===== src/rtl/sort_pkg.sv =====
`default_nettype none
// ============================================================================
//  Module   : sort_pkg
//  Brief    : Shared defaults and FSM state encoding for the bubbleSort
//             result streamer.
//  Revision : 1.0 - initial release
// ============================================================================
package sort_pkg;

  // Default frame geometry of the upstream sort core
  localparam int c_SIZE_DATA_DEF = 8;
  localparam int c_NUM_VALS_DEF  = 8;

  // Streamer control states
  typedef enum logic [1:0] {
    ST_IDLE   = 2'd0,
    ST_STREAM = 2'd1,
    ST_DONE   = 2'd2
  } state_t;

endpackage : sort_pkg
`default_nettype wire


===== src/rtl/sort_order_checker.sv =====
`default_nettype none
// ============================================================================
//  Module   : sort_order_checker
//  Brief    : Watches accepted stream elements and raises a sticky error when
//             an element is smaller than the one accepted before it within
//             the same frame. Equal neighbours are legal.
//  Revision : 1.0 - initial release
// ============================================================================
module sort_order_checker
  import sort_pkg::*;
#(
  parameter int SIZE_DATA = c_SIZE_DATA_DEF
) (
  input  logic                 i_clk,
  input  logic                 i_rst,
  input  logic                 i_handshake,
  input  logic                 i_first,
  input  logic [SIZE_DATA-1:0] i_data,
  input  logic                 i_clr,
  output logic                 o_sort_err
);

  logic [SIZE_DATA-1:0] r_prev;
  logic                 r_sort_err;
  logic                 w_descent;

  // The first element of a frame has no predecessor, so it never flags
  assign w_descent = i_handshake & ~i_first & (i_data < r_prev);

  // Remember the most recently accepted element
  always_ff @(posedge i_clk or posedge i_rst) begin
    if (i_rst) begin
      r_prev <= '0;
    end else if (i_handshake) begin
      r_prev <= i_data;
    end
  end

  // Sticky order error; cleared only when a new frame is accepted
  always_ff @(posedge i_clk or posedge i_rst) begin
    if (i_rst) begin
      r_sort_err <= 1'b0;
    end else if (i_clr) begin
      r_sort_err <= 1'b0;
    end else if (w_descent) begin
      r_sort_err <= 1'b1;
    end
  end

  assign o_sort_err = r_sort_err;

endmodule : sort_order_checker
`default_nettype wire


===== src/rtl/sort_result_streamer.sv =====
`default_nettype none
// ============================================================================
//  Module   : sort_result_streamer
//  Brief    : Captures the sorted vector on a rising edge of the sorter done
//             flag and drains it as a valid/ready stream, index 0 first.
//             Reports frame completion, ordering errors and overruns.
//  Revision : 1.0 - initial release
// ============================================================================
module sort_result_streamer
  import sort_pkg::*;
#(
  parameter int SIZE_DATA = c_SIZE_DATA_DEF,
  parameter int NUM_VALS  = c_NUM_VALS_DEF,
  // Derived; kept as a parameter so it can size the index port
  parameter int IDX_W     = $clog2(NUM_VALS)
) (
  input  logic                          i_clk,
  input  logic                          i_rst,
  input  logic                          i_done,
  input  logic [NUM_VALS*SIZE_DATA-1:0] i_data,
  output logic                          o_valid,
  input  logic                          i_ready,
  output logic [SIZE_DATA-1:0]          o_data,
  output logic [IDX_W-1:0]              o_index,
  output logic                          o_last,
  output logic                          o_busy,
  output logic                          o_frame_done,
  output logic                          o_sort_err,
  output logic                          o_overrun
);

  localparam logic [IDX_W-1:0] c_LAST_IDX = IDX_W'(NUM_VALS - 1);

  logic [1:0]                          r_rst_sync;
  logic                                w_rst;
  logic                                r_done_q;
  logic                                w_done_rise;
  logic                                w_accept;
  state_t                              r_state;
  state_t                              w_state_nxt;
  logic [NUM_VALS-1:0][SIZE_DATA-1:0]  r_buf;
  logic [IDX_W-1:0]                    r_index;
  logic                                r_overrun;
  logic                                w_valid;
  logic                                w_busy;
  logic                                w_frame_done;
  logic                                w_handshake;
  logic                                w_is_last;
  logic [SIZE_DATA-1:0]                w_cur_data;

  // Reset asserts immediately and releases two clocks after i_rst drops
  always_ff @(posedge i_clk or posedge i_rst) begin
    if (i_rst) begin
      r_rst_sync <= 2'b11;
    end else begin
      r_rst_sync <= {r_rst_sync[0], 1'b0};
    end
  end

  assign w_rst = r_rst_sync[1];

  // Delayed copy of done for rising-edge detection; a held level never retriggers
  always_ff @(posedge i_clk or posedge w_rst) begin
    if (w_rst) begin
      r_done_q <= 1'b0;
    end else begin
      r_done_q <= i_done;
    end
  end

  assign w_done_rise = i_done & ~r_done_q;
  // Only an edge seen while idle starts a frame; any other edge is an overrun
  assign w_accept    = w_done_rise & (r_state == ST_IDLE);

  assign w_is_last   = (r_index == c_LAST_IDX);
  assign w_handshake = w_valid & i_ready;
  assign w_cur_data  = r_buf[r_index];

  // FSM state register
  always_ff @(posedge i_clk or posedge w_rst) begin
    if (w_rst) begin
      r_state <= ST_IDLE;
    end else begin
      r_state <= w_state_nxt;
    end
  end

  // FSM next-state logic
  always_comb begin
    w_state_nxt = r_state;
    case (r_state)
      ST_IDLE:   if (w_done_rise)              w_state_nxt = ST_STREAM;
      ST_STREAM: if (w_handshake && w_is_last) w_state_nxt = ST_DONE;
      ST_DONE:                                 w_state_nxt = ST_IDLE;
      default:                                 w_state_nxt = ST_IDLE;
    endcase
  end

  // FSM outputs decoded from the registered state only, so i_ready never reaches o_valid
  always_comb begin
    w_valid      = 1'b0;
    w_busy       = 1'b0;
    w_frame_done = 1'b0;
    case (r_state)
      ST_STREAM: begin
        w_valid = 1'b1;
        w_busy  = 1'b1;
      end
      ST_DONE: begin
        w_frame_done = 1'b1;
      end
      default: begin
        w_valid      = 1'b0;
      end
    endcase
  end

  // Frame buffer: sampled only when a new frame is accepted
  always_ff @(posedge i_clk or posedge w_rst) begin
    if (w_rst) begin
      r_buf <= '0;
    end else if (w_accept) begin
      r_buf <= i_data;
    end
  end

  // Element index: restarts per frame, advances on each non-final handshake
  always_ff @(posedge i_clk or posedge w_rst) begin
    if (w_rst) begin
      r_index <= '0;
    end else if (w_accept) begin
      r_index <= '0;
    end else if (w_handshake && !w_is_last) begin
      r_index <= r_index + 1'b1;
    end
  end

  // Sticky overrun on a done edge that arrives while a frame is still held
  always_ff @(posedge i_clk or posedge w_rst) begin
    if (w_rst) begin
      r_overrun <= 1'b0;
    end else if (w_done_rise && (r_state != ST_IDLE)) begin
      r_overrun <= 1'b1;
    end
  end

  sort_order_checker #(
    .SIZE_DATA (SIZE_DATA)
  ) u_order_checker (
    .i_clk       (i_clk),
    .i_rst       (w_rst),
    .i_handshake (w_handshake),
    .i_first     (r_index == '0),
    .i_data      (w_cur_data),
    .i_clr       (w_accept),
    .o_sort_err  (o_sort_err)
  );

  // Element fields are zeroed outside streaming so idle outputs are quiet
  assign o_valid      = w_valid;
  assign o_data       = w_valid ? w_cur_data : '0;
  assign o_index      = w_valid ? r_index : '0;
  assign o_last       = w_valid & w_is_last;
  assign o_busy       = w_busy;
  assign o_frame_done = w_frame_done;
  assign o_overrun    = r_overrun;

endmodule : sort_result_streamer
`default_nettype wire


===== config.mk =====
export PLATFORM = sky130hd
export DESIGN_NAME = sort_result_streamer
export DESIGN_NICKNAME = d
export VERILOG_FILES = /design/src/rtl/sort_pkg.sv /design/src/rtl/sort_order_checker.sv /design/src/rtl/sort_result_streamer.sv
export SDC_FILE = /design/constraint.sdc
export NUM_CORES = 1
export LEC_CHECK = 0
export BUFFER_PORTS_ARGS = -buffer_cell sky130_fd_sc_hd__clkbuf_2
export CAP_MARGIN = 20
export CORE_AREA = 4 4 87 89
export DETAILED_ROUTE_END_ITERATION = 10
export DIE_AREA = 0 0 91 93
export GPL_TIMING_DRIVEN = 1
export PLACE_DENSITY = 0.83
export SYNTH_ARGS = -nofsm -noshare
export SYNTH_HDL_FRONTEND = slang
export SYNTH_HIERARCHICAL = 1
export SYNTH_SLANG_ARGS = --single-unit

===== constraint.sdc =====
create_clock -name i_clk -period 6.1 [get_ports i_clk]
set_input_delay 0.305 -clock i_clk [delete_from_list [all_inputs] [get_ports i_clk]]
set_output_delay 0.305 -clock i_clk [all_outputs]
set_load 0.005 [all_outputs]

==> metrics.csv <==
stage;metric;value;unit
clock_tree;cts-root-buf;clkbuf_8;
sta;min_period;2740;ps
grt;grt_max_degree;71;
clock_tree;clockBufferDepth;2;
floorplanning;rows;30;
yosys;synth_edf_count;0;
min_path;min_path_type;primary input to flip-flop;
yosys;synth-main-ff-cell;dfrtp_1;
sta;rsz0062_at_grt;no;
place;dp_hpwl;6.18;mm
clock_tree;numCtsBuffers;9;
pwr;p_leak;0.00216;µW
floorplanning;die_y;93;µm
floorplanning;io_pins;85;
floorplanning;core_area;6760;µm²
routing;drtPass1Iterations;4;
clock_tree;path_clk_slew;80;ps
setup_path;endpoint_kind;output pin;
sta;report.final.setup_viol;0;
sta;fmax;364;MHz
clock_tree;cts_tree;yes;
setup_path;cp-start-kind;flip-flop;
pwr;p_per_area;540;nW/µm²
yosys;synth.largest_area_cell;dfrtp_1;
yosys;synth_cell_type_count;31;
floorplanning;start_util;0.576;
final_layout;insertedDiodeCount;0;
yosys;yosysWarnings;6;
yosys;yosysSeqAreaShare;0.528;
setup_path;worstPathMaxFanout;36;
routing;wl_per_cell;17.7;µm
grt;gr-total-overflow;0;
sta;timing.setup.tns;0;ps
final_layout;final_area;4570;µm²
place;port_buffers;84;
final_layout;nets;466;
setup_path;worstPathRequired;5790;ps
clock_tree;clock_latency;350;ps
yosys;syn_inst;305;
setup_path;cp_slowest_cell;a2111oi_0;
sta;slew_violations;0;
sta;clock_skew;10.0;ps
routing;drc;0;
final_layout;final_layout_size_suffix_gt1_frac;0.476;
yosys;synth_top_area_frac;0.514;
yosys;syn-num-nets;383;
setup_path;cp_slowest_stage_delay;740;ps
sta;tightest_slew;861;ps
yosys;yosysMostFrequentCell;mux2_2;
routing;vias;2646;
routing;totalWireLength;8.38;mm
sta;finalCritPeriodShare;0.450;
floorplanning;die_x;91;µm
yosys;synth_area_leaders;dfrtp_1 (51%), mux2_2 (23%), mux2i_1 (3.9%);
yosys;ys_async_sr_fraction;1.00;
clock_tree;htree_levels;3;
yosys;ys_ff_latch;82;
grt;grt_use_total;0.209;
grt;grt_first_pass_wirelength;13.7;mm
routing;drtIter0Drc;210;
grt;grt_pass1_vias;2791;
final_layout;syn2layout_area_growth;17.5;%
setup_path;arrival;2440;ps
pwr;peakVddDrop;0.260;mV
setup_path;path_class;flip-flop to output pin;
place;placed_area;4350;µm²
routing;viasPerCell;5.59;
job;cap_violations;0;
clock_tree;cts_num_sinks;82;
yosys;netlist_area;3890;µm²
clock_tree;postCtsSetupBuffers;0;
yosys;syn_avg_cell_area;12.8;µm²
routing;ant_nets;0;
floorplanning;dieArea;8460;µm²
sta;hold_violations;0;
sta;whs;94.1;ps
final_layout;utilization;0.677;
grt;antenna_found_initial;0;
pwr;p_total;2470;µW
sta;relSlewSlack;0.418;
yosys;synth_common_cells;mux2_2 (81), dfrtp_1 (80), inv_1 (16);
status;status;finished clean;
place;globalplace.congestion;0.848;
setup_path;path_cells;buf_4 -> mux2_2 -> o22ai_1 -> a2111oi_0 -> clkbuf_2;
==> cell usage in the layout, fill, tap and decap left out, types with 2 or more instances in the layout <==
cell / instances
o22ai_1: 9
clkbuf_8: 9
nor2b_1: 4
inv_1: 15
dfrtp_1: 80
clkbuf_2: 84
o21ai_0: 9
clkinv_2: 2
and2_1: 2
a22o_1: 7
nand2b_1: 3
nand2_1: 12
buf_4: 3
o31ai_1: 2
clkbuf_1: 2
bufinv_16: 2
a211oi_1: 4
mux2i_1: 15
nor2_1: 14
dfstp_2: 2
mux2_2: 81
a2111oi_0: 2
ha_1: 10
nor3_1: 7
==> flip-flops by register name, indices dropped and copies added, names as in the netlist <==
register,count
u_order_checker/o_sort_err,1
u_order_checker/r_prev,8
r_rst_sync,2
o_overrun,1
r_index,3
r_buf,64
r_done_q,1
r_state,2
==> metrics by stage <==
step                      setup WS (ps)  cells
after floorplan                    3950    305
after global placement             3710    456
after detailed placement           3650    456
after CTS                          3440    473
after global routing               3310    473
final                              3360    473
==> what timing repair did <==
item | CTS | global route
endpoints found under the hold margin | 2 | 0
hold buffers | 1 | 0
resized for setup | 0 | 0
==> final cells by class <==
class                           count  area [µm²]
Clock inverter                      5        78.8
Tap cell                           80         100
Fill cell                         511        2180
Multi-Input combinational cell    191        1690
Clock buffer                       11         131
Inverter                           16        60.1
Sequential cell                    82        2050
Timing Repair Buffer               88         453
==> worst max-delay path, delay by kind of cell, from the launching register on <==
family,cells,cell delay [ps]
buffers and inverters,2,680
AO/OA/AOI/OAI,2,830
flip-flops,1,330
multiplexers,1,260
==> where the power goes <==
part | total (µW) | internal (µW) | switching [µW]
registers | 945 | 802 | 143
logic | 1100 | 565 | 539
clock network | 419 | 230 | 189
==> routing by layer <==
metal | track usage | routed length (µm)
met1 | 0.264 | 3670
met2 | 0.338 | 4080
met3 | 0.0434 | 343
met4 | 0.113 | 285
met5 | 0 | 0
==> final timing paths <==
check,start,end,slack [ps],cells after the start
setup / recovery,r_index[0]$_DFFE_PP0P_,o_data[1],3360,5
hold / removal,i_done,r_done_q$_DFF_PP0_,90,1
setup reg to reg,r_index[0]$_DFFE_PP0P_,u_order_checker/o_sort_err$_DFFE_PP0P_,3610,8
hold reg to reg,r_rst_sync[1]$_DFF_PP1_,u_order_checker/r_prev[4]$_DFFE_PP0P_,240,1
max in group asynchronous,r_rst_sync[1]$_DFF_PP1_,r_state[1]$_DFFE_PP0P_,4750,2
min in group asynchronous,r_rst_sync[1]$_DFF_PP1_,u_order_checker/r_prev[4]$_DFFE_PP0P_,240,1
==> cell families (layout without fill, tap and decap cells) <==
logic type	after synthesis	count (layout)	share of synthesized area
buf+inv	32	120	0.0370
simple gates	47	47	0.0643
mux	96	96	0.273
other cells	1	1	0.000963
fa+ha+maj	10	10	0.0321
compound gates	37	37	0.0649
flops	82	82	0.528
Power figures use the tool's default switching activity.
